===== config.mk =====
export PLATFORM = sky130hd
export DESIGN_NAME = sadd_ser
export DESIGN_NICKNAME = d
export VERILOG_FILES = /design/src/rtl/sadd_ser.sv
export SDC_FILE = /design/constraint.sdc
export NUM_CORES = 1
export LEC_CHECK = 0
export CAP_MARGIN = 20
export CORE_AREA = 2 2 60 62
export DETAILED_ROUTE_END_ITERATION = 7
export DIE_AREA = 0 0 62 64
export PLACE_DENSITY = 0.68
export SYNTH_ARGS = -nofsm -noshare
export SYNTH_HDL_FRONTEND = slang
export SYNTH_SLANG_ARGS = --single-unit

===== constraint.sdc =====
create_clock -name clk -period 2.4 [get_ports clk]
set_input_delay 0.36 -clock clk [delete_from_list [all_inputs] [get_ports clk]]
set_output_delay 0.36 -clock clk [all_outputs]
set_load 0.02 [all_outputs]

===== src/rtl/sadd_ser.sv =====
// Operand serializer for the bit-serial adder.
// Shifts two W-bit operands out LSB-first, then adds one flush cycle with x=y=0.
// The flush cycle lets the adder emit its carry-out and leaves its carry at zero.
module sadd_ser #(
    parameter int unsigned W = 8
) (
    input  logic                       clk,
    input  logic                       rst_b,
    input  logic                       start,
    input  logic [W-1:0]               a,
    input  logic [W-1:0]               b,
    output logic                       ready,
    output logic                       busy,
    output logic                       x,
    output logic                       y,
    output logic                       bit_vld,
    output logic [$clog2(W+1)-1:0]     idx,
    output logic                       last
);

    localparam int unsigned CW = $clog2(W + 1);

    typedef enum logic [1:0] {
        IDLE  = 2'd0,
        SHIFT = 2'd1,
        FLUSH = 2'd2
    } state_t;

    state_t          state, state_nxt;
    logic [W-1:0]    sa, sa_nxt;
    logic [W-1:0]    sb, sb_nxt;
    logic [CW-1:0]   cnt, cnt_nxt;

    // State and operand shift registers
    always_ff @(posedge clk or negedge rst_b) begin
        if (!rst_b) begin
            state <= IDLE;
            sa    <= '0;
            sb    <= '0;
            cnt   <= '0;
        end else begin
            state <= state_nxt;
            sa    <= sa_nxt;
            sb    <= sb_nxt;
            cnt   <= cnt_nxt;
        end
    end

    // Next-state/datapath and output decode from registered state only
    always_comb begin
        state_nxt = state;
        sa_nxt    = sa;
        sb_nxt    = sb;
        cnt_nxt   = cnt;
        ready     = 1'b0;
        busy      = 1'b0;
        x         = 1'b0;
        y         = 1'b0;
        bit_vld   = 1'b0;
        idx       = '0;
        last      = 1'b0;
        case (state)
            IDLE: begin
                ready = 1'b1;
                if (start) begin
                    sa_nxt    = a;
                    sb_nxt    = b;
                    cnt_nxt   = '0;
                    state_nxt = SHIFT;
                end
            end
            SHIFT: begin
                busy    = 1'b1;
                bit_vld = 1'b1;
                x       = sa[0];
                y       = sb[0];
                idx     = cnt;
                sa_nxt  = sa >> 1;
                sb_nxt  = sb >> 1;
                cnt_nxt = cnt + CW'(1);
                if (cnt == CW'(W - 1)) begin
                    state_nxt = FLUSH;
                end
            end
            FLUSH: begin
                busy      = 1'b1;
                bit_vld   = 1'b1;
                last      = 1'b1;
                idx       = CW'(W);
                state_nxt = IDLE;
            end
            default: begin
                state_nxt = IDLE;
            end
        endcase
    end

endmodule


* Word-level counts from Yosys, hierarchy flattened *
Cells that the tools add are included.

operators by class
  $add $sub $neg = 1
  equal/unequal tests = 5
  multiplexer cells = 15
  reduce and logical (&&, ||, !) cells = 5

operators with widths
  operator                                       count
  case mux 8 bit (2 select lines)                2
  two-way mux 8 bit                              2
  case mux 4 bit (2 select lines)                2
  two-way mux 1 bit                              5
  adder 4 x 1 -> 4 bit, second input constant    1
  == test 4 x 3 -> 1 bit, second input constant  1
  two-way mux 2 bit                              2
  two-way mux 4 bit                              1
  != test 2 bit, second input constant           2
  case mux 2 bit (2 select lines)                1
  AND reduction 2 bit                            2
  == test 2 x 1 -> 1 bit, second input constant  1
  == test 2 bit, second input constant           1
  zero test 2 bit                                1
  nonzero test 2 bit                             1
  OR reduction 2 bit                             1

storage, ports and cells
  flip-flop bits (word level) = 22
  input bits = 19
  output and inout bits = 10
  logic and storage cells = 30

* Longest topological paths before layout *
Gate-level depths: netlist (run 1).

  word-level depth = 3
  gate-level depth with buffers = 8
  gate-level depth less buffers = 5

* Worst setup path after synthesis (run 1) *
No wires, ideal clock.

  path kind = reg-to-output
  start point = reg state[0]
  end point = out idx[3]
  arrival time = 1.230 ns
  required time = 2.040 ns
  path slack = 0.810 ns
  stages on the path, launching flop included = 4
  buffers on the path = 0
  cells stage by stage = dfrtp_1 -> inv_1 -> ha_1 -> nor2b_1

on the way
  word-level cells in the longest chain between the ends = 2
  elaborated cells on any way between the ends = 3
  those cells by class = eq/ne (2); mux (1)

ends and longest elaborated chain
  item                                                     line  text
  start: declaration                                       29    state_t state, state_nxt;
  start signal: assignment                                 42    state <= state_nxt;
  == test 2 bit or == test 2 x 1 -> 1 bit (tied branches)  62    case (state)
  case mux 4 bit (2 select lines) *                        62
  end: declaration                                         17    output logic [$clog2(W+1)-1:0] idx,

Mark *: on every way between the ends. The rest lies on a longest branch, timed or not.

* Worst setup path after layout (run 1) *
  start point = reg state[1]
  end point = out idx[3]

The elaborated chain is that of the path after synthesis.

==> impl_metrics.yaml, run 1 <==
route:
  wire_per_inst_um: 12.1
  drt-initial-drc-count: 46
  viasPerCell: 4.70
  post-route-drc-count: 0
  drt_first_pass_iters: 4
  drt-total-wl_um: 2240
  routed-via-count: 870
  ant_nets: 0
worst_setup_path:
  cp.arrival_ns: 1.90
  ff2ff_path_depth: 6
  required_ns: 2.04
  timing.rr.end: "cnt[3]"
  start_kind: "flop"
  regToRegSetupSlack_ns: 0.58
  crit_path_end_kind: "primary output"
  r2r-start: "state[1]"
  crit_type: "reg2out"
  cp_max_fo: 7
power_and_ir_drop:
  fin_total_pwr_mw: 1.83
  vdd_ir_drop_max_v: 0.000567
  p_leak_nw: 0.661
  p_per_area_nw_per_um2: 1230
sta:
  finalCritPeriodShare_pct: 94.3
  skew_ns: 0.00300
  slew_viol_final: 0
  grt_setup_unrepaired: "false"
  fin_crit_ns: 2.26
  hold_ws_ns: 0.401
  worst_pin_slew_ns: 0.343
  slew-limit-headroom_pct: 77.2
  max_freq_mhz: 442
  finalHoldViolations: 0
  finalSetupViolations: 0
  tns_ns: 0
clock_tree:
  cts_root_buffer: "clkbuf_4"
  cts_setup_buffers: 0
  clock_latency_ns: 0.30
  clkTransAtPathRegs_ns: 0.11
  hold_buffers: 0
  cts_buffer_depth: 2
  tritoncts: "yes"
  cts-resized-gates: 0
  cts_htree_levels: 1
  cts_sinks: 22
  cts_buffers: 3
global_routing:
  grtUsageTotal_pct: 12.2
  antenna_found_initial: 0
  grt_first_pass_wirelength_um: 3640
  grt_pass1_vias: 842
  use_met3_pct: 2.43
  gr-usage-met1_pct: 15.0
  overflow: 0
  gr-usage-met2_pct: 19.7
  grt_max_degree: 39
  grt-busiest-layer: "met2"
run_status:
  status: "complete, no violations"
min_path:
  hold_path_class: "in2async"
logic_synthesis:
  yosysTopAreaCell: "dfrtp_1"
  syn_inst: 113
  synth_seq_cells: 22
  synth_area_leaders: "dfrtp_1, mux2i_1, o21ai_1"
  syn_area_per_cell_sq_um: 10.1
  seq_area_frac_synth_pct: 48.5
  synthDistinctLibCells: 19
  synth_top_area_share_pct: 48.5
  syn_area_sq_um: 1140
  synth_warnings: 0
  synthesis.nets: 137
placed_design:
  port_buffers: 28
  routabilityCongestion: 0.736
  dp_cells: 182
  post-dp-hpwl_um: 1670
layout:
  final_cell_count_no_fill: 185
  finalNetCount: 165
  drive_gt1_share_pct: 5.04
  mostFrequentLayoutCells: "clkdlybuf4s50_1, nand2_1, dfrtp_1, o21ai_1, mux2i_1"
  nFillCells: 337
  area_delta_synth_final_pct: 30.7
  final_common_cell: "clkdlybuf4s50_1"
  register_area_sq_um: 551
  multi_input_area_sq_um: 542
  num_antenna_cells: 0
floorplanning:
  initial_core_util_pct: 34.6
  die_x_um: 62
  dieArea_sq_um: 3970
  io_pins: 29
  die_h_um: 64
  std_cell_rows: 21
  core_area_sq_um: 3280
run:
  maxCapViolCount: 0
-- report_power, final --
part           internal (mW)  total [mW]  switching (mW)
sequential             0.545       0.655           0.110
clock                 0.0585       0.160           0.101
combinational          0.465        1.01           0.547
-- synthesized netlist by cell type --
cell type,n
buf_4,4
nand3b_1,2
nand3_1,3
dfrtp_1,22
buf_2,3
a21oi_1,2
and3_1,3
nand2_1,22
mux2i_1,15
o221ai_1,1
ha_1,5
inv_1,2
nor2b_1,2
and2_1,2
or4b_1,1
mux2_1,2
clkbuf_1,1
nand2b_1,3
o21ai_1,18
-- logic make-up (layout without fill, tap and decap cells) --
group	Yosys count	after routing	synth area share, %
AO/OA/AOI/OAI	21	21	9.58
flip-flops	22	22	48.5
adder cells (fa/ha/maj)	5	5	5.51
multiplexers	17	17	15.2
AND/OR/NAND/NOR	38	38	16.3
buffers and inverters	10	36	4.96
-- stage by stage --
stage,setup slack (ns),utilization [%],instance area [sq um]
detailed placement,0.449,44.5,1460
finish,0.137,45.2,1490
global placement,0.517,44.5,1460
CTS,0.116,45.1,1480
floorplan,0.810,-,1140
global route,0.00584,45.2,1490
-- worst max path at each step --
stage | from | to | slack, ns | depth (start not counted)
floorplan | state[0] | idx[3] | 0.81 | 3
global placement | state[0] | idx[2] | 0.52 | 4
detailed placement | state[1] | idx[3] | 0.45 | 5
CTS | state[1] | idx[3] | 0.12 | 5
global route | state[1] | idx[3] | 0.006 | 5
finish | state[1] | idx[3] | 0.14 | 5
-- state kept, by name, indices dropped and copies added (netlist names) --
register,count
cnt,4
sa,8
sb,8
state,2
-- worst max-delay path, stage by stage (launching register included) --
cell,delay (ns)
dfrtp_1,0.41
inv_1,0.11
ha_1,0.28
a21oi_1,0.09
nor2b_1,0.11
clkdlybuf4s50_1,0.61
-- routing by layer --
layer,vias to the layer above,routed length (um)
met3,4,90
met4,0,39
li1,437,-
met2,21,1070
met1,408,1040
met5,-,0
-- layout make-up --
| cell class | instances | area share (%) |
|---|---|---|
| Inverter | 2 | 0.505 |
| Multi-Input combinational cell | 81 | 36.5 |
| Timing Repair Buffer | 31 | 20.6 |
| Clock buffer | 3 | 1.52 |
| Tap cell | 46 | 3.88 |
| Sequential cell | 22 | 37.1 |
Power figures use the tool's default switching activity.
==> run 2, diff against run 1 <==
--- a/config.mk
+++ b/config.mk
@@ -9,6 +9,7 @@
 export CORE_AREA = 2 2 60 62
 export DETAILED_ROUTE_END_ITERATION = 7
 export DIE_AREA = 0 0 62 64
+export MAX_ROUTING_LAYER = met4
 export PLACE_DENSITY = 0.68
 export SYNTH_ARGS = -nofsm -noshare
 export SYNTH_HDL_FRONTEND = slang
==> run 2 against run 1 <==
Against the previous run: clock-buffer cell count unchanged; cell count unchanged; core utilization unchanged; sequential cell count unchanged; clock skew increased by 0.00084 ns.
==> impl_metrics.yaml, run 2 (synthesis results as in run 1) <==
layout:
  nFillCells: 337
  final_cell_count_no_fill: 185
  drive_gt1_share_pct: 5.04
  finalNetCount: 165
  final_common_cell: "clkdlybuf4s50_1"
  mostFrequentLayoutCells: "clkdlybuf4s50_1, nand2_1, dfrtp_1, o21ai_1, mux2i_1"
  area_delta_synth_final_pct: 30.7
  top_regs: "sa (8), sb (8), cnt (4)"
  num_antenna_cells: 0
worst_setup_path:
  cp_slowest_stage_delay_ns: 0.61
  ff2ff_path_depth: 6
  timing.rr.end: "cnt[3]"
  crit_type: "reg2out"
  regToRegSetupSlack_ns: 0.59
  start_kind: "flop"
  cp_max_fo: 7
  crit_chain: "inv_1 > ha_1 > a21oi_1 > nor2b_1 > clkdlybuf4s50_1"
  required_ns: 2.04
  r2r-start: "state[1]"
  crit_path_end_kind: "primary output"
  cp_slowest_cell: "clkdlybuf4s50_1"
  cp.arrival_ns: 1.90
placed_design:
  post-place-ws_ns: 0.449
  dp_cells: 182
  port_buffers: 28
  routabilityCongestion: 0.745
  post-dp-hpwl_um: 1670
global_routing:
  grt_pass1_vias: 846
  grt_first_pass_wirelength_um: 3650
  grtUsageTotal_pct: 12.5
  overflow: 0
  antenna_found_initial: 0
  grt_max_degree: 39
floorplanning:
  std_cell_rows: 21
  die_x_um: 62
  dieArea_sq_um: 3970
  core_area_sq_um: 3280
  initial_core_util_pct: 34.6
  die_h_um: 64
  io_pins: 29
min_path:
  hold_path_class: "in2async"
sta:
  worst_pin_slew_ns: 0.337
  finalHoldViolations: 0
  skew_ns: 0.00385
  finalSetupViolations: 0
  fin_crit_ns: 2.26
  grt_setup_unrepaired: "false"
  tns_ns: 0
  max_freq_mhz: 443
  slew-limit-headroom_pct: 77.5
  slew_viol_final: 0
  finalCritPeriodShare_pct: 94.1
  fin_ws_ns: 0.141
route:
  viasPerCell: 4.77
  drt_first_pass_iters: 6
  routed-via-count: 882
  post-route-drc-count: 0
  ant_nets: 0
  wl_met3_um: 104
  wire_per_inst_um: 12.0
  topRoutingLayerUsed: "met4"
  drt-initial-drc-count: 53
  dr_wl_met2_um: 1060
  wl_met1_um: 1010
  drt-total-wl_um: 2220
clock_tree:
  cts_sinks: 22
  cts_root_buffer: "clkbuf_4"
  cts_htree_levels: 1
  cts_buffers: 3
  hold_buffers: 0
  clock_latency_ns: 0.30
  cts_buffer_depth: 2
  tritoncts: "yes"
  clkTransAtPathRegs_ns: 0.11
  cts-resized-gates: 0
  cts_setup_buffers: 0
power_and_ir_drop:
  p_per_area_nw_per_um2: 1230
  vdd_ir_drop_max_v: 0.000559
  p_leak_nw: 0.661
  fin_total_pwr_mw: 1.82
run_status:
  status: "complete, no violations"
run:
  maxCapViolCount: 0
## run 2: cell counts in the layout (fill, tap and decap cells not counted)
Identical to the previous run, type by type.
## run 2: worst max path at each step
stage	startpoint	endpoint	slack, ns
floorplan	state[0]	idx[3]	0.81
global placement	state[0]	idx[2]	0.52
detailed placement	state[1]	idx[3]	0.45
global route	state[1]	idx[3]	0.006
CTS	state[1]	idx[3]	0.12
finish	state[1]	idx[3]	0.14
## run 2: area by class of cell
cell class	instances	area, sq um	share of cell area, %
well taps	46	57.6	3.88
multi-input cells	81	542	36.5
repair buffers	31	305	20.6
clock buffers	3	22.5	1.52
flip-flops and latches	22	551	37.1
inverters	2	7.51	0.505
## run 2: per-layer routing
metal / up-vias / global-route usage (%)
li1: 437 / -
met1: 411 / 15.0
met3: 7 / 2.43
met4: 0 / 5.85
met5: - / -
met2: 27 / 19.7
## run 2: power by group
| group | switching, mW | internal (mW) |
|---|---|---|
| Combinational | 0.542 | 0.465 |
| Clock | 0.102 | 0.0586 |
| Sequential | 0.110 | 0.545 |
| Total | 0.754 | 1.07 |
## run 2: stage by stage
step / util [%] / instance area [sq um] / hold WS, ns
floorplan: - / 1140 / 0.0644
global route: 45.2 / 1490 / 0.413
global placement: 44.5 / 1460 / 0.466
detailed placement: 44.5 / 1460 / 0.475
finish: 45.2 / 1490 / 0.398
CTS: 45.1 / 1480 / 0.402
## run 2: critical path, delay by kind of cell (launching register included)
family          cells  cell delay (ns)
compound gates      1             0.09
buf+inv             2             0.72
fa+ha+maj           1             0.27
flops               1             0.41
simple gates        1             0.11
==> run 3, diff against run 2 <==
--- a/config.mk
+++ b/config.mk
@@ -5,7 +5,7 @@
 export SDC_FILE = /design/constraint.sdc
 export NUM_CORES = 1
 export LEC_CHECK = 0
-export CAP_MARGIN = 20
+export CAP_MARGIN = 30
 export CORE_AREA = 2 2 60 62
 export DETAILED_ROUTE_END_ITERATION = 7
 export DIE_AREA = 0 0 62 64
==> results of run 3 <==
No change in the layout: final DEF, timing and power equal those of run 2.
